File: src/rtl/dvp_capture_pkg.sv
// dvp_capture_pkg
// Shared types and helpers for the DVP capture front end.
//   state_e        : capture FSM states
//   fmt_e          : pixel conversion format, already decoded from fmt_sel
//   bytes_per_line : camera bytes in one well-formed line (two per pixel)
//   decode_fmt     : fmt_sel -> fmt_e, with 2'b11 aliased onto RGB565
package dvp_capture_pkg;

  typedef enum logic [1:0] {
    S_WAIT_VS    = 2'b00,
    S_WAIT_START = 2'b01,
    S_ACTIVE     = 2'b10
  } state_e;

  typedef enum logic [1:0] {
    FMT_RGB565 = 2'b00,
    FMT_RGB444 = 2'b01,
    FMT_YUV_Y  = 2'b10
  } fmt_e;

  function automatic int bytes_per_line(input int h_active);
    return 2 * h_active;
  endfunction

  function automatic fmt_e decode_fmt(input logic [1:0] sel);
    case (sel)
      2'b01:   return FMT_RGB444;
      2'b10:   return FMT_YUV_Y;
      default: return FMT_RGB565;
    endcase
  endfunction

endpackage

File: src/rtl/dvp_capture_win_if.sv
// dvp_capture_win_if
// Bundles the camera pin side (vsync, href, p_data) with the frame-buffer
// write side (pixel_data, mem_addr, pixel_valid) of the capture block.
//   master : camera model / environment (drives pins, observes writes)
//   slave  : dvp_capture_win (samples pins, drives writes)
interface dvp_capture_win_if #(
  parameter int OUT_W  = 12,
  parameter int ADDR_W = 19
);
  logic              vsync;
  logic              href;
  logic [7:0]        p_data;
  logic [OUT_W-1:0]  pixel_data;
  logic [ADDR_W-1:0] mem_addr;
  logic              pixel_valid;

  modport master (
    output vsync, href, p_data,
    input  pixel_data, mem_addr, pixel_valid
  );

  modport slave (
    input  vsync, href, p_data,
    output pixel_data, mem_addr, pixel_valid
  );
endinterface

File: src/rtl/dvp_pixel_pack.sv
// dvp_pixel_pack
// Combinational byte-pair to pixel conversion.
//   hi    : first (phase 0) byte of the pair
//   lo    : second (phase 1) byte of the pair
//   fmt   : conversion format
//   pixel : 12-bit RGB444 / replicated gray, sized to OUT_W
module dvp_pixel_pack
  import dvp_capture_pkg::*;
#(
  parameter int OUT_W = 12
) (
  input  logic [7:0]       hi,
  input  logic [7:0]       lo,
  input  fmt_e             fmt,
  output logic [OUT_W-1:0] pixel
);

  logic [11:0] pix12;

  always_comb begin
    // RGB565 -> RGB444: keep top 4 bits of each channel; green straddles the pair
    pix12 = {hi[7:4], hi[2:0], lo[7], lo[4:1]};
    case (fmt)
      FMT_RGB444: pix12 = {hi[3:0], lo[7:4], lo[3:0]};
      // Y sits in the high byte; the low byte is chroma and is dropped
      FMT_YUV_Y:  pix12 = {3{hi[7:4]}};
      default:    ;
    endcase
  end

  assign pixel = OUT_W'(pix12);

endmodule

File: src/rtl/dvp_capture_win.sv
// dvp_capture_win
// DVP camera capture: frames byte pairs with vsync/href, converts them to a
// pixel word and issues dense frame-buffer writes, with optional 2:1
// decimation in both axes and sticky line/frame geometry error flags.
//   p_clock     : camera pixel clock (only clock)
//   reset       : asynchronous active-high reset
//   dvp         : camera pins in, frame-buffer write port out (slave modport)
//   fmt_sel     : conversion format, sampled at frame start
//   decim       : keep even-x/even-y pixels only, sampled at frame start
//   frame_done  : one-cycle pulse when a captured frame ends
//   line_err    : sticky, some line of this frame had a wrong byte count
//   frame_err   : sticky, last frame had a wrong line count
//   frame_cnt   : completed frames, wrapping
module dvp_capture_win
  import dvp_capture_pkg::*;
#(
  parameter int H_ACTIVE = 640,
  parameter int V_ACTIVE = 480,
  parameter int OUT_W    = 12,
  parameter int ADDR_W   = 19
) (
  input  logic               p_clock,
  input  logic               reset,
  dvp_capture_win_if.slave   dvp,
  input  logic [1:0]         fmt_sel,
  input  logic               decim,
  output logic               frame_done,
  output logic               line_err,
  output logic               frame_err,
  output logic [7:0]         frame_cnt
);

  // Counters saturate at all-ones, which is always beyond the legal range,
  // so runaway lines/frames still register as geometry errors.
  localparam int XW = $clog2(H_ACTIVE + 2);
  localparam int YW = $clog2(V_ACTIVE + 2);
  localparam int CW = ADDR_W + 1;

  localparam logic [XW:0]   BPL      = (XW + 1)'(bytes_per_line(H_ACTIVE));
  localparam logic [YW-1:0] Y_END    = YW'(V_ACTIVE);
  localparam logic [CW-1:0] LIM_FULL = CW'(H_ACTIVE * V_ACTIVE - 1);
  localparam logic [CW-1:0] LIM_DEC  = CW'(((H_ACTIVE + 1) / 2) * ((V_ACTIVE + 1) / 2) - 1);

  state_e          state, state_nxt;
  logic            start_frame, end_frame;

  logic [XW-1:0]   x;
  logic [YW-1:0]   y;
  logic            phase;
  logic            href_d;
  logic [CW-1:0]   addr_cnt;
  logic [7:0]      hi_byte;
  fmt_e            fmt_sh;
  logic            decim_sh;
  logic [OUT_W-1:0] pix_conv;

  logic            byte_en, pix_done, keep, room, strobe;
  logic            line_end, line_bad;
  logic [YW-1:0]   y_inc, y_end;

  // FSM state register
  always_ff @(posedge p_clock or posedge reset) begin
    if (reset) state <= S_WAIT_VS;
    else       state <= state_nxt;
  end

  always_comb begin
    state_nxt   = state;
    start_frame = 1'b0;
    end_frame   = 1'b0;
    case (state)
      S_WAIT_VS:    if (dvp.vsync) state_nxt = S_WAIT_START;
      S_WAIT_START: if (!dvp.vsync) begin
                      state_nxt   = S_ACTIVE;
                      start_frame = 1'b1;
                    end
      S_ACTIVE:     if (dvp.vsync) begin
                      state_nxt = S_WAIT_START;
                      end_frame = 1'b1;
                    end
      default:      state_nxt = S_WAIT_VS;
    endcase
  end

  // Bytes are only taken inside a frame; vsync rising wins over href.
  assign byte_en  = (state == S_ACTIVE) && !dvp.vsync && dvp.href;
  assign pix_done = byte_en && phase;
  assign keep     = !decim_sh || (!x[0] && !y[0]);
  assign room     = addr_cnt <= (decim_sh ? LIM_DEC : LIM_FULL);
  assign strobe   = pix_done && keep && room;

  // A line ends on href falling, or is cut short by vsync rising mid-line;
  // either way it is counted and its length checked.
  assign line_end = (state == S_ACTIVE) && href_d && (!dvp.href || dvp.vsync);
  assign line_bad = {x, phase} != BPL;
  assign y_inc    = (y == '1) ? y : y + 1'b1;
  assign y_end    = line_end ? y_inc : y;

  dvp_pixel_pack #(.OUT_W(OUT_W)) u_pack (
    .hi    (hi_byte),
    .lo    (dvp.p_data),
    .fmt   (fmt_sh),
    .pixel (pix_conv)
  );

  // High byte holding register; its content is meaningless until phase 1
  always_ff @(posedge p_clock) begin
    if (byte_en && !phase) hi_byte <= dvp.p_data;
  end

  // Capture stage: counters, flags and the registered write port
  always_ff @(posedge p_clock or posedge reset) begin
    if (reset) begin
      x               <= '0;
      y               <= '0;
      phase           <= 1'b0;
      href_d          <= 1'b0;
      addr_cnt        <= '0;
      fmt_sh          <= FMT_RGB565;
      decim_sh        <= 1'b0;
      dvp.pixel_valid <= 1'b0;
      dvp.pixel_data  <= '0;
      dvp.mem_addr    <= '0;
      frame_done      <= 1'b0;
      line_err        <= 1'b0;
      frame_err       <= 1'b0;
      frame_cnt       <= '0;
    end else begin
      dvp.pixel_valid <= 1'b0;
      frame_done      <= 1'b0;
      href_d          <= byte_en;

      if (start_frame) begin
        x         <= '0;
        y         <= '0;
        phase     <= 1'b0;
        addr_cnt  <= '0;
        line_err  <= 1'b0;
        frame_err <= 1'b0;
        fmt_sh    <= decode_fmt(fmt_sel);
        decim_sh  <= decim;
      end

      if (byte_en) begin
        phase <= ~phase;
        if (phase && (x != '1)) x <= x + 1'b1;
      end

      if (strobe) begin
        dvp.pixel_valid <= 1'b1;
        dvp.pixel_data  <= pix_conv;
        dvp.mem_addr    <= addr_cnt[ADDR_W-1:0];
        addr_cnt        <= addr_cnt + 1'b1;
      end

      // line_end never coincides with byte_en, so x/phase have one writer per cycle
      if (line_end) begin
        y     <= y_inc;
        x     <= '0;
        phase <= 1'b0;
        if (line_bad) line_err <= 1'b1;
      end

      if (end_frame) begin
        frame_done <= 1'b1;
        frame_cnt  <= frame_cnt + 8'd1;
        if (y_end != Y_END) frame_err <= 1'b1;
      end
    end
  end

endmodule

File: src/flat_wrapper.sv
// flat-port wrapper written by rule: the top's interface ports become plain ports
module dvp_capture_win_flat import dvp_capture_pkg::*;
#(
  parameter int H_ACTIVE = 640,
  parameter int V_ACTIVE = 480,
  parameter int OUT_W    = 12,
  parameter int ADDR_W   = 19
)
  (p_clock, reset, fmt_sel, decim, frame_done, line_err, frame_err, frame_cnt, dvp_vsync, dvp_href, dvp_p_data, dvp_pixel_data, dvp_mem_addr, dvp_pixel_valid);
  dvp_capture_win_if #(.OUT_W(OUT_W), .ADDR_W(ADDR_W)) dvp_i ();
  input  logic p_clock;
  input  logic reset;
  input  logic [1:0] fmt_sel;
  input  logic decim;
  output logic frame_done;
  output logic line_err;
  output logic frame_err;
  output logic [7:0] frame_cnt;
  input wire logic [$bits(dvp_i.vsync)-1:0] dvp_vsync;
  input wire logic [$bits(dvp_i.href)-1:0] dvp_href;
  input wire logic [$bits(dvp_i.p_data)-1:0] dvp_p_data;
  output wire logic [$bits(dvp_i.pixel_data)-1:0] dvp_pixel_data;
  output wire logic [$bits(dvp_i.mem_addr)-1:0] dvp_mem_addr;
  output wire logic [$bits(dvp_i.pixel_valid)-1:0] dvp_pixel_valid;
  assign dvp_i.vsync = dvp_vsync;
  assign dvp_i.href = dvp_href;
  assign dvp_i.p_data = dvp_p_data;
  assign dvp_pixel_data = dvp_i.pixel_data;
  assign dvp_mem_addr = dvp_i.mem_addr;
  assign dvp_pixel_valid = dvp_i.pixel_valid;
  dvp_capture_win #(.H_ACTIVE(H_ACTIVE), .V_ACTIVE(V_ACTIVE), .OUT_W(OUT_W), .ADDR_W(ADDR_W)) u_core (.p_clock(p_clock), .reset(reset), .dvp(dvp_i), .fmt_sel(fmt_sel), .decim(decim), .frame_done(frame_done), .line_err(line_err), .frame_err(frame_err), .frame_cnt(frame_cnt));
endmodule
File: config.mk
export PLATFORM = sky130hd
export DESIGN_NAME = dvp_capture_win_flat
export DESIGN_NICKNAME = d
export VERILOG_FILES = /design/src/rtl/dvp_capture_pkg.sv /design/src/rtl/dvp_capture_win_if.sv /design/src/rtl/dvp_pixel_pack.sv /design/src/rtl/dvp_capture_win.sv /design/src/flat_wrapper.sv
export SDC_FILE = /design/constraint.sdc
export NUM_CORES = 1
export LEC_CHECK = 0
export ABC_AREA = 1
export BUFFER_PORTS_ARGS = -buffer_cell sky130_fd_sc_hd__buf_2
export CAP_MARGIN = 20
export CELL_PAD_IN_SITES_DETAIL_PLACEMENT = 1
export CELL_PAD_IN_SITES_GLOBAL_PLACEMENT = 1
export CORE_UTILIZATION = 39
export DETAILED_ROUTE_END_ITERATION = 7
export MAX_ROUTING_LAYER = met4
export PLACE_DENSITY_LB_ADDON = 0.1
export SLEW_MARGIN = 25
export SYNTH_ARGS = -nofsm -noshare
export SYNTH_HDL_FRONTEND = slang
export SYNTH_HIERARCHICAL = 1
export SYNTH_SLANG_ARGS = --single-unit
File: constraint.sdc
create_clock -name p_clock -period 3 [get_ports p_clock]
set_input_delay 0.6 -clock p_clock [delete_from_list [all_inputs] [get_ports p_clock]]
set_output_delay 0.6 -clock p_clock [all_outputs]
set_load 0.05 [all_outputs]
# Word level (Yosys, flattened, before mapping)
# Index checks and enable logic that the tools add are counted.
dict set report classes {
  order_cmp 1
  addsub 4
  n_mux 31
  bitwise 1
  n_reduce_logical 24
  eq_ne 12
}
# cell count
set ops {}
lappend ops {{$mux 10} 4}
lappend ops {{$mux 20} 2}
lappend ops {{$mux 9} 4}
lappend ops {{$pmux 12 s2} 1}
lappend ops {{$add 20x1->20 const B} 1}
lappend ops {{$le 20x20->1} 1}
lappend ops {{$mux 19} 1}
lappend ops {{$mux 1} 15}
lappend ops {{$ne 11x11->1 const B} 1}
lappend ops {{$add 10x1->10 const B} 1}
lappend ops {{$logic_and 1x1->1} 10}
lappend ops {{$ne 10x10->1 const B} 1}
lappend ops {{$add 9x1->9 const B} 1}
lappend ops {{$eq 9x9->1 const B} 1}
lappend ops {{$ne 9x9->1 const B} 1}
lappend ops {{$add 8x1->8 const B} 1}
lappend ops {{$pmux 2 s2} 2}
lappend ops {{$eq 2x1->1 const B} 3}
lappend ops {{$eq 2x2->1 const B} 3}
lappend ops {{$logic_not 1->1} 6}
lappend ops {{$mux 2} 2}
lappend ops {{$reduce_bool 2->1} 2}
lappend ops {{$reduce_bool 3->1} 1}
lappend ops {{$logic_not 2->1} 1}
lappend ops {{other kinds (6)} 7}
dict set report word_totals {
  input_bits 15
  elab_cells 89
  reg_bits 97
}

# Logic depth before layout (Yosys ltp)
# Gate-level depths: netlist (run 1).
dict set report depth {
  word_depth 7
  ltp_mapped 13
}

# Cells and area by module
# The synthesis (run 1) kept the hierarchy.
# module seq_area_each_um2 area_per_inst_um2 n_inst cells_per_inst
set modules_own_cells {}
lappend modules_own_cells {dvp_capture_win 2467.4 4852.2 1 588}
lappend modules_own_cells {dvp_pixel_pack 0.0 290.3 1 64}

# Worst setup path after synthesis (run 1)
# No wires, ideal clock.
dict set report synth_path {
  kind {input port to flip-flop}
  start {in dvp_href}
  end {reg u_core.dvp.mem_addr[3]}
  path_slack_ns 1.265
  setup_ns 0.122
  n_path_buf 2
  t_arrival_ns 1.613
  stages 9
  cell_sequence {inv_1 nor2_1 nand2_1 nor3_2 nand2_4 buf_8 buf_6 nand2_1 o21ai_2}
}
dict set report synth_via {
  elab_chain_cells 4
}
# item line
set synth_lines {}
lappend synth_lines {{from (decl)} flat_wrapper.sv:20} ;# input wire logic [$bits(dvp_i.href)-1:0] dvp_href;
lappend synth_lines {{$logic_and 1x1->1} dvp_capture_win.sv:86} ;# assign byte_en = (state == S_ACTIVE) && !dvp.vsync && dvp.href;
lappend synth_lines {{$logic_and 1x1->1} dvp_capture_win.sv:87} ;# assign pix_done = byte_en && phase;
lappend synth_lines {{$logic_and 1x1->1 (2 in series)} dvp_capture_win.sv:90} ;# assign strobe = pix_done && keep && room;
lappend synth_lines {{to (signal assigned)} dvp_capture_win.sv:152} ;# dvp.mem_addr <= addr_cnt[ADDR_W-1:0];
lappend synth_lines {{to (decl)} dvp_capture_win_if.sv:24} ;# output pixel_data, mem_addr, pixel_valid
# No other way between the ends.
# A chain may end at the register's enable or synchronous reset.

# Worst setup path after layout (run 1)
dict set report layout_path {
  start {reg u_core.decim_sh}
  end {reg u_core.addr_cnt[12]}
}
dict set report layout_via {
  elab_chain_cells 5
  word_cells_on_any_way 8
  classes_between {order compare (1); mux (2); reduce/logical (5)}
}
# item line
set layout_lines {}
lappend layout_lines {{from (decl)} dvp_capture_win.sv:54} ;# logic decim_sh;
lappend layout_lines {{from (signal assigned)} dvp_capture_win.sv:141} ;# decim_sh <= decim;
lappend layout_lines {{branches (longest 3 deep; another with $le 20x20->1)} --}
lappend layout_lines {{$logic_and 1x1->1 *} dvp_capture_win.sv:90}
lappend layout_lines {{$mux 20 or $reduce_bool 2->1 (tied branches)} --}
lappend layout_lines {{to (signal assigned)} dvp_capture_win.sv:153} ;# addr_cnt <= addr_cnt + 1'b1;
lappend layout_lines {{to (decl)} dvp_capture_win.sv:51} ;# logic [CW-1:0] addr_cnt;
# Mark *: on every way between the ends.

==> summary.txt, run 1 <==
Timing
  • F_max: 448 MHz
  • Final Max Slew Viols: 0
  • Tmin final: 2.23 ns
  • Tcrit/Tclk final: 74.5%
  • Final hold violation count: 0
  • RSZ-0062 raised after global routing: false
  • Endpoints failing setup: 0
  • Worst slew margin: 47.5%
  • Sum of negative setup slack: 0 ns
  • Post-route setup slack: 0.766 ns
  • Worst-margin pin slew: 0.785 ns
  • Worst clock skew: 0.00904 ns

Routing
  • Top layer in use: met4
  • Drt via density: 4.99
  • Drt first-iter violations: 174
  • Vias: 4401
  • Met1 Wirelength: 6340 um
  • DRC errors left: 0
  • Pre-antenna DRT Iters: 4
  • Antenna-violating nets left: 0
  • Routed len/inst: 14.6 um
  • DRT Wirelength: 12900 um
  • Met3 wire length: 293 um
  • DR WL met2: 6020 um

Clock tree
  • TritonCTS clock tree: yes
  • Inserted Clock Buffers: 9
  • # clock sinks: 97
  • Clk_lat worst skew: 0.35 ns
  • Htree depth: 3
  • Reg clk slew, reported paths: 0.07 ns
  • # Post-CTS Setup Buffers: 0
  • Hold Buf Count CTS: 0
  • CTS Root Cell: clkbuf_16
  • Post-CTS Resized: 0
  • CTS Buffer Depth: 2

Finish
  • Final non-filler cell area: 0.00588 mm2
  • Non-Filler Instances: 882
  • Total Nets Final: 730
  • Ant. Diodes: 0
  • Area growth syn-to-layout: 14.4%
  • Fraction of layout cells with a size suffix above 1: 14.2%

Critical path
  • Worst Setup SP: u_core/decim_sh$_DFFE_PP0P_
  • Most used cell, CP: nand3_1
  • Req. time, crit path: 3.28 ns
  • Startpoint types: flip-flop
  • Critical path peak fanout: 47
  • Critical path class: reg2reg
  • R2r startpoint: u_core/decim_sh$_DFFE_PP0P_
  • Worst-path cell chain: inv_1, ha_1, nand3_1, nor2_1, nand3_1, o211ai_1, nand2_2, nand2_4, buf_12, nand3_1, nand2_1
  • WP data arrival: 2.52 ns
  • Critical Path End Type: flip-flop
  • CP peak stage delay: 0.40 ns
  • Slowest library cell on the worst path: dfrtp_1

Synthesis
  • Top-area cell type share of the netlist area: 43.3%
  • Ranking of synthesized cells by area: dfrtp_1 (43%), nand2_1 (17%), nand3_1 (5.5%), edfxtp_1 (4.7%), inv_1 (4.7%)
  • Post-synthesis cell type count: 36
  • Synth Instances: 652
  • Post-synth top area cell: dfrtp_1
  • Syn_area_per_cell: 7.89 um2
  • Cell area after synthesis: 0.00514 mm2
  • Sequential share of the synthesized area: 48.0%
  • Syn_nets: 677
  • Synthesis warning total: 6
  • Flops & latches, synth: 97

Global routing
  • Global-route wire length before repair: 21700 um
  • Gr usage total: 21.3%
  • Largest net degree at the start of global routing: 90
  • Initial antenna violation count: 0
  • GR Overflow Total: 0
  • Vias in the first global route: 4431

Pwr
  • Power density over cell area: 557 mW/mm2
  • Pleak: 0.00306 uW
  • Peak supply drop: 0.213 mV

Placement
  • Inst Count DP: 866
  • Placed inst area: 0.00554 mm2
  • Pre-CTS setup slack: 0.695 ns
  • Placer Congestion: 0.786
  • DP Wirelength: 9140 um
  • Port bufs: 57

Floorplan
  • I/O pin total: 58
  • Die Ht: 117 um
  • Rows: 41
  • Width of the die: 117 um
  • Die area: 0.0136 mm2
  • Initial core utilization: 40.4%
  • Core Footprint: 0.0127 mm2

Flow run
  • Max Cap Viol: 0

Outcome
  • Status: finished, final reports clean

Hold path
  • HP Class: in2async
==> worst paths after layout <==
| check | endpoint | slack [ns] | cells past startpoint |
|---|---|---|---|
| min in group p_clock | u_core/fmt_sh[0]$_DFFE_PP0P_ | 0.44 | 2 |
| min | u_core/dvp.mem_addr[17]$_DFFE_PP0P_ | 0.32 | 3 |
| max | u_core/addr_cnt[12]$_DFFE_PP0P_ | 0.77 | 11 |
| min reg2reg | u_core/state[0]$_DFFE_PP0P_ | 0.45 | 1 |
| max in group asynchronous | u_core/addr_cnt[14]$_DFFE_PP0P_ | 2.27 | 3 |
| max reg2reg | u_core/addr_cnt[12]$_DFFE_PP0P_ | 0.77 | 11 |
==> where the power goes <==
part           switching [uW]  internal (uW)  total [uW]
combinational             393            125         518
clock                     504            803        1310
sequential               59.1           1390        1450
total                     956           2320        3280
==> worst max-delay path, delay by kind of cell (launching register included) <==
kind                       cells  cell delay (ns)
and+or+nand+nor                7             1.01
DFF                            1             0.40
buffers and inverters          2             0.36
adders and majority gates      1             0.27
AOI/OAI and AO/OA              1             0.10
==> per-layer routing <==
layer / global-route usage (%) / vias to the layer above
li1: - / 2203
met1: 27.6 / 2119
met2: 33.8 / 60
met3: 3.09 / 19
met4: 8.35 / 0
met5: - / -
==> cells by family after synthesis <==
group,Yosys count,synth area share [%]
AND/OR/NAND/NOR,374,31.2
flip-flops,97,48.0
buffers and inverters,89,8.32
AO/OA/AOI/OAI,64,7.01
XOR/XNOR,18,3.07
adder cells (fa/ha/maj),10,2.43
==> registers in the layout, summed over array words and instances (netlist names), 2 cells and up <==
| signal | flops |
|---|---|
| u_core/dvp.mem_addr | 19 |
| u_core/fmt_sh | 2 |
| u_core/addr_cnt | 20 |
| u_core/dvp.pixel_data | 12 |
| u_core/state | 2 |
| u_core/frame_cnt | 8 |
| u_core/x | 10 |
| u_core/hi_byte | 8 |
| u_core/y | 9 |
==> cells in the mapped netlist (all sizes together) <==
library cell and count:
dfrtp 89, clkbuf 5, nor3 16, nand3 61, buf 16, nor3b 1, xnor2 6, o31ai 1
ha 10, o211ai 2, nand4 18, o21a 1, inv 68, o21bai 2, edfxtp 8, nand2 240
a31oi 1, or2 2, xor2 12, a21o 1, o22ai 2, o21ai 40, a21oi 14, nor2 36
==> final cells by class <==
cell class                      count  area [um2]
Clock inverter                      4        72.6
Fill cell                        1649        6840
Tap cell                          172         215
Sequential cell                    97        2470
Clock buffer                       12         268
Multi-Input combinational cell    466        2250
Timing Repair Buffer               63         355
Inverter                           68         259
==> cell usage in the layout (no fill, tap or decap), types with 4 or more instances in the layout <==
master / netlist / final
a21oi_1: 14 / 14
buf_2: 4 / 57
buf_4: 3 / 4
clkbuf_16: 0 / 10
dfrtp_1: 89 / 89
edfxtp_1: 8 / 8
ha_1: 10 / 10
inv_1: 64 / 63
nand2_1: 238 / 238
nand3_1: 56 / 56
nand3_2: 5 / 5
nand4_1: 18 / 18
nor2_1: 34 / 34
nor3_1: 14 / 14
o21ai_0: 30 / 30
o21ai_1: 5 / 5
o21ai_2: 5 / 5
xnor2_1: 6 / 6
xor2_1: 12 / 12
==> metrics by stage <==
| step | power [uW] | util, % | hold slack, ns |
|---|---|---|---|
| 2_1_floorplan | 1870 | - | 0.421 |
| 3_3_place_gp | 1980 | 43.6 | 0.430 |
| 6_report | 3280 | 46.3 | 0.319 |
| 3_5_place_dp | 2000 | 43.6 | 0.445 |
| 4_1_cts | 3320 | 46.3 | 0.375 |
| 5_1_grt | 3420 | 46.3 | 0.410 |
(Power assumes the default switching activity.)
==> run 2, diff against run 1 <==
- clock period: 3 -> 1.92 ns (I/O delays scaled with it)
==> run 2 against run 1 <==
Net effect:
- the run now ends with negative setup slack left
- worst setup slack got worse by 0.82 ns
- sequential power is 57% higher
- flip-flop and latch count unchanged
- clock skew is 0.0037 ns lower
- register-to-register slack got worse by 0.82 ns
- first-iteration DRC count down 4.0%
- combinational power increased by 63%
- critical path depth decreased by 1
- clock power is 52% higher
==> summary.txt, run 2 (synthesis results as in run 1) <==
Outcome
  • Status: complete, but fails checks
  • Failing checks: negative setup slack

Timing
  • Endpoints failing setup: 45 (+45)
  • Tmin final: 1.98 ns (-0.259 ns)
  • Tcrit/Tclk final: 103% (+28 points)
  • Worst clock skew: 0.00536 ns (-0.00368 ns)
  • Final Max Slew Viols: 0 (unchanged)
  • RSZ-0062 raised after global routing: true
  • Post-route setup slack: -0.0551 ns (-0.821 ns)
  • Min Hold Slack: 0.136 ns (-0.183 ns)
  • Worst slew margin: 65.0% (+17 points)
  • Final hold violation count: 0 (unchanged)
  • F_max: 506 MHz (+13%)
  • Worst-margin pin slew: 0.526 ns (-0.259 ns)

Routing
  • Routed len/inst: 15.8 um (+7.7%)
  • Drt via density: 5.06 (+1.5%)
  • DRT Wirelength: 14200 um (+10%)
  • Antenna-violating nets left: 0 (unchanged)
  • Drt first-iter violations: 167 (-4.0%)
  • DRC errors left: 0 (unchanged)
  • Pre-antenna DRT Iters: 4 (unchanged)
  • Vias: 4577 (+4.0%)

Clock tree
  • TritonCTS clock tree: yes
  • CTS Buffer Depth: 2 (unchanged)
  • # clock sinks: 97 (unchanged)
  • Htree depth: 3 (unchanged)
  • Inserted Clock Buffers: 9 (unchanged)
  • Reg clk slew, reported paths: 0.07 ns (about the same)
  • Clk_lat worst skew: 0.35 ns (about the same)
  • CTS Root Cell: clkbuf_16

Finish
  • Most common cell after layout, fill and taps aside: nand2_1
  • Largest registers: u_core/addr_cnt: 20 flops, u_core/dvp.mem_addr: 19 flops, u_core/dvp.pixel_data: 12 flops
  • Register Area: 0.00247 mm2 (about the same)
  • Most frequent cells in the layout: nand2_1 (225), dfrtp_1 (88), inv_1 (61), buf_2 (57), nand3_1 (54)
  • Area growth syn-to-layout: 22.8%
  • Fraction of layout cells with a size suffix above 1: 21.0% (+6.8 points)
  • Ant. Diodes: 0 (unchanged)
  • Total Nets Final: 752 (+3.0%)
  • Max FFs per register: 20 (unchanged)
  • Multi-input gate area in the final layout: 0.00241 mm2 (+7.2%)
  • Largest Register: u_core/addr_cnt
  • Filler cells: 1596 (-3.2%)

Floorplan
  • Rows: 41 (unchanged)
  • I/O pin total: 58 (unchanged)
  • Width of the die: 117 um (unchanged)
  • Die area: 0.0136 mm2 (unchanged)
  • Die Ht: 117 um (unchanged)
  • Core Footprint: 0.0127 mm2 (unchanged)
  • Initial core utilization: 40.4% (unchanged)

Global routing
  • Largest net degree at the start of global routing: 90 (unchanged)
  • GR Overflow Total: 0 (unchanged)
  • Vias in the first global route: 4507 (+1.7%)
  • Gr usage total: 22.0% (+0.71 points)
  • Initial antenna violation count: 0 (unchanged)
  • Global-route wire length before repair: 22300 um (+3.0%)

Pwr
  • Pleak: 0.00323 uW (+5.6%)
  • Power consumption: 5110 uW (+56%)
  • Peak supply drop: 0.480 mV (+120%)
  • Power density over cell area: 809 mW/mm2 (+45%)

Flow run
  • Max Cap Viol: 0 (unchanged)

Critical path
  • Startpoint types: flip-flop
  • Req. time, crit path: 2.21 ns (-1.07 ns)
  • WP data arrival: 2.27 ns (-0.25 ns)
  • Critical path class: reg2reg
  • Critical Path End Type: flip-flop
  • Critical path peak fanout: 5 (-89%)

Placement
  • Port bufs: 57 (unchanged)
  • DP Wirelength: 9670 um (+5.7%)
  • Placer Congestion: 0.842 (+7.1%)

Hold path
  • HP Class: in2async
-- run 2: cell count changes in the layout (fill, tap and decap cells not counted), moves of 3 or more --
cell / change
buf_4: +13
nand2_1: -13
nand2_2: +11
o21ai_2: +6
clkbuf_16: +4
ha_1: -4
ha_4: +3
nor2_1: -3
o21ai_0: -3
o21ai_1: -3
-- run 2: final cells by class --
cell class	count	share of cell area, %
flip-flops and latches	97	39.1
multi-input cells	467	38.2
repair buffers	84	9.97
inverters	68	4.22
clock buffers	14	4.18
well taps	172	3.41
clock inverters	2	0.951
-- run 2: metrics by stage --
step / instances / setup TNS (ns) / worst slack, ns / instance area (um2) / util (%)
2_1_floorplan: 652 / 0 / 0.204 / 5150 / -
3_3_place_gp: 881 / 0 / 0.0981 / 5680 / 44.7
3_5_place_dp: 881 / 0 / 0.0339 / 5680 / 44.7
4_1_cts: 897 / 0 / 0.0192 / 6010 / 47.3
5_1_grt: 904 / -5.79 / -0.146 / 6310 / 49.6
6_report: 904 / -1.12 / -0.0551 / 6310 / 49.6
-- run 2: worst paths after layout --
check	start	endpoint	slack [ns]	depth (start not counted)
hold reg to reg	u_core/state[1]$_DFFE_PP0P_	u_core/state[0]$_DFFE_PP0P_	0.45	1
max in group asynchronous	reset	u_core/dvp.pixel_data[0]$_DFFE_PP0P_	1.35	3
setup reg to reg	u_core/decim_sh$_DFFE_PP0P_	u_core/addr_cnt[16]$_DFFE_PP0P_	-0.06	10
hold / removal	reset	u_core/x[7]$_DFF_PP0_	0.14	3
setup / recovery	u_core/decim_sh$_DFFE_PP0P_	u_core/addr_cnt[16]$_DFFE_PP0P_	-0.06	10
min in group p_clock	dvp_p_data[6]	u_core/hi_byte[6]$_DFFE_PP_	0.23	1
-- run 2: power by group --
| part | internal [uW] | switching (uW) |
|---|---|---|
| Combinational | 218 | 628 |
| Clock | 1220 | 772 |
| Sequential | 2180 | 99.7 |
-- run 2: critical path: stages (launching register included) --
cell and delay, ns:
dfrtp_2 0.47, ha_4 0.29, nand4_1 0.11, nor2_2 0.14, nand3_1 0.08, o211ai_1 0.13
nand2_2 0.18, nand2_4 0.19, clkbuf_16 0.18, nand3_1 0.06, nand2_1 0.07
-- run 2: repair_timing --
action                     4_1_cts  5_1_grt
setup endpoints to repair        1       61
hold buffers                     0        0
buffers inserted                 0        1
gates cloned                     0        6
gates resized for setup          1       43
pin swaps                        0        9
-- run 2: layer usage --
layer | global-route usage (%) | wire length [um]
met1 | 27.9 | 6620
met2 | 36.1 | 6920
met3 | 2.63 | 432
met4 | 8.78 | 265
met5 | - | 0
==> run 3, diff against run 2 <==
- CORE_MARGIN: unset -> 2
==> run 3 against run 2 <==
Net effect:
- the flow still finishes with violations (negative setup slack)
- combinational power rose by 3.3%
- count of clock-buffer cells in the layout fell by 1
- via count fell by 0.15%
- die area rose by 3.5%
- first-iteration DRC count rose by 12%
- global-route usage fell by 0.38 points
- critical path depth rose by 1
- critical path type unchanged
- critical endpoint is now u_core/dvp.pixel_data[7]$_DFFE_PP0P_
==> summary.txt, run 3 (synthesis results as in run 1) <==
Critical path
  • Critical path peak fanout: 27 (+22)
  • Critical Path End Type: flip-flop
  • Req. time, crit path: 2.21 ns (about the same)
  • Worst Setup SP: u_core/decim_sh$_DFFE_PP0P_
  • WP data arrival: 2.31 ns (+0.04 ns)
  • Startpoint types: flip-flop
  • R2r startpoint: u_core/decim_sh$_DFFE_PP0P_
  • Critical path class: reg2reg

Clock tree
  • Clk_lat worst skew: 0.35 ns (about the same)
  • CTS Root Cell: clkbuf_16
  • # clock sinks: 97 (unchanged)
  • CTS Buffer Depth: 2 (unchanged)
  • Inserted Clock Buffers: 9 (unchanged)
  • Reg clk slew, reported paths: 0.06 ns (about the same)
  • Htree depth: 3 (unchanged)
  • TritonCTS clock tree: yes

Finish
  • Multi-input gate area in the final layout: 0.00241 mm2 (-0.10%)
  • Non-Filler Instances: 908 (+0.44%)
  • Filler cells: 1596 (unchanged)
  • Area growth syn-to-layout: 22.1%
  • Total Nets Final: 756 (+0.53%)
  • Register Area: 0.00247 mm2 (unchanged)
  • Most frequent cells in the layout: nand2_1 (218), dfrtp_1 (88), inv_1 (61), buf_2 (57), nand3_1 (52)
  • Ant. Diodes: 0 (unchanged)
  • Fraction of layout cells with a size suffix above 1: 22.6% (+1.5 points)
  • Largest registers: u_core/addr_cnt: 20 flops, u_core/dvp.mem_addr: 19 flops, u_core/dvp.pixel_data: 12 flops
  • Largest Register: u_core/addr_cnt
  • Most common cell after layout, fill and taps aside: nand2_1
  • Max FFs per register: 20 (unchanged)

Outcome
  • Status: complete, but fails checks
  • Failing checks: negative setup slack

Timing
  • Final Max Slew Viols: 0 (unchanged)
  • RSZ-0062 raised after global routing: true
  • Tmin final: 2.01 ns (+0.0388 ns)
  • Tcrit/Tclk final: 105% (+2.0 points)
  • Endpoints failing setup: 36 (-20%)
  • Worst slew margin: 65.9% (+0.97 points)
  • Worst-margin pin slew: 0.511 ns (-0.0145 ns)
  • Worst clock skew: 0.00404 ns (-0.00132 ns)
  • Post-route setup slack: -0.0939 ns (-0.0388 ns)
  • Final hold violation count: 0 (unchanged)
  • F_max: 497 MHz (-1.9%)

Floorplan
  • Rows: 41 (unchanged)
  • Initial core utilization: 40.4% (unchanged)
  • I/O pin total: 58 (unchanged)
  • Die Ht: 119 um (+1.7%)
  • Core Footprint: 0.0127 mm2 (unchanged)
  • Width of the die: 119 um (+1.7%)
  • Die area: 0.0141 mm2 (+3.5%)

Global routing
  • Global-route wire length before repair: 23900 um (+7.1%)
  • Largest net degree at the start of global routing: 90 (unchanged)
  • Initial antenna violation count: 0 (unchanged)
  • Vias in the first global route: 4793 (+6.3%)
  • Gr usage total: 21.6% (-0.38 points)
  • GR Overflow Total: 0 (unchanged)

Routing
  • Antenna-violating nets left: 0 (unchanged)
  • Routed len/inst: 15.6 um (-0.94%)
  • DRC errors left: 0 (unchanged)
  • Vias: 4570 (-0.15%)
  • DRT Wirelength: 14200 um (-0.51%)
  • Drt via density: 5.03 (-0.59%)
  • Pre-antenna DRT Iters: 4 (unchanged)
  • Drt first-iter violations: 187 (+12%)

Flow run
  • Max Cap Viol: 0 (unchanged)

Placement
  • DP Wirelength: 9560 um (-1.1%)
  • Port bufs: 57 (unchanged)
  • Inst Count DP: 886 (+0.57%)
  • Placer Congestion: 0.837 (-0.53%)

Pwr
  • Peak supply drop: 0.330 mV (-31%)
  • Power density over cell area: 781 mW/mm2 (-3.5%)
  • Pleak: 0.00322 uW (-0.48%)
  • Power consumption: 4900 uW (-4.0%)

Hold path
  • HP Class: in2async
run 3: final timing paths:
kind,endpoint,slack [ns],cells past startpoint
setup / recovery,u_core/dvp.pixel_data[7]$_DFFE_PP0P_,-0.09,11
min in group p_clock,u_core/hi_byte[6]$_DFFE_PP_,0.23,1
max in group asynchronous,u_core/dvp.pixel_data[2]$_DFFE_PP0P_,1.36,3
setup reg to reg,u_core/dvp.pixel_data[7]$_DFFE_PP0P_,-0.09,11
hold / removal,u_core/fmt_sh[0]$_DFFE_PP0P_,0.13,3
hold reg to reg,u_core/state[0]$_DFFE_PP0P_,0.45,1
run 3: worst max-delay path, cell delays in order (launching register included):
cell     delay (ns)
dfrtp_2        0.45
inv_2          0.08
ha_4           0.28
nand3_4        0.10
nor2_4         0.14
nand4_1        0.12
nand2_2        0.17
nand2_8        0.11
buf_12         0.16
inv_8          0.16
nand2_1        0.09
nand2_1        0.07
run 3: stage by stage:
step	util, %	hold WS, ns	area, um2	setup TNS, ns	worst slack (ns)
floorplan	-	0.421	5150	0	0.204
detailed placement	45.0	0.449	5720	-0.0895	-0.0692
global placement	45.0	0.433	5720	-0.0394	-0.0394
global route	49.4	0.214	6280	-7.28	-0.180
finish	49.4	0.126	6280	-2.34	-0.0939
CTS	48.2	0.187	6130	-0.164	-0.0278
run 3: final cells by class:
class	count	area share [%]
clock buffers	13	4.30
multi-input cells	466	38.3
repair buffers	89	10.2
flip-flops and latches	97	39.3
clock inverters	3	0.239
well taps	172	3.43
inverters	68	4.24
run 3: timing repair:
action	CTS	global route
pin swaps	2	9
resized for setup	14	38
hold buffers	0	0
setup endpoints to repair	53	63
buffers inserted	2	3
gates cloned	1	1
run 3: power by group:
group	switching, uW	total (uW)	internal (uW)
Sequential	101	2280	2180
Clock	774	1750	979
Combinational	640	874	234
run 3: metal layers:
metal / global-route usage, % / wire (um) / up-vias
met3: 2.87 / 332 / 24
met4: 7.89 / 305 / 0
met5: - / 0 / -
met2: 34.9 / 6850 / 62
met1: 28.0 / 6690 / 2236
li1: - / - / 2248
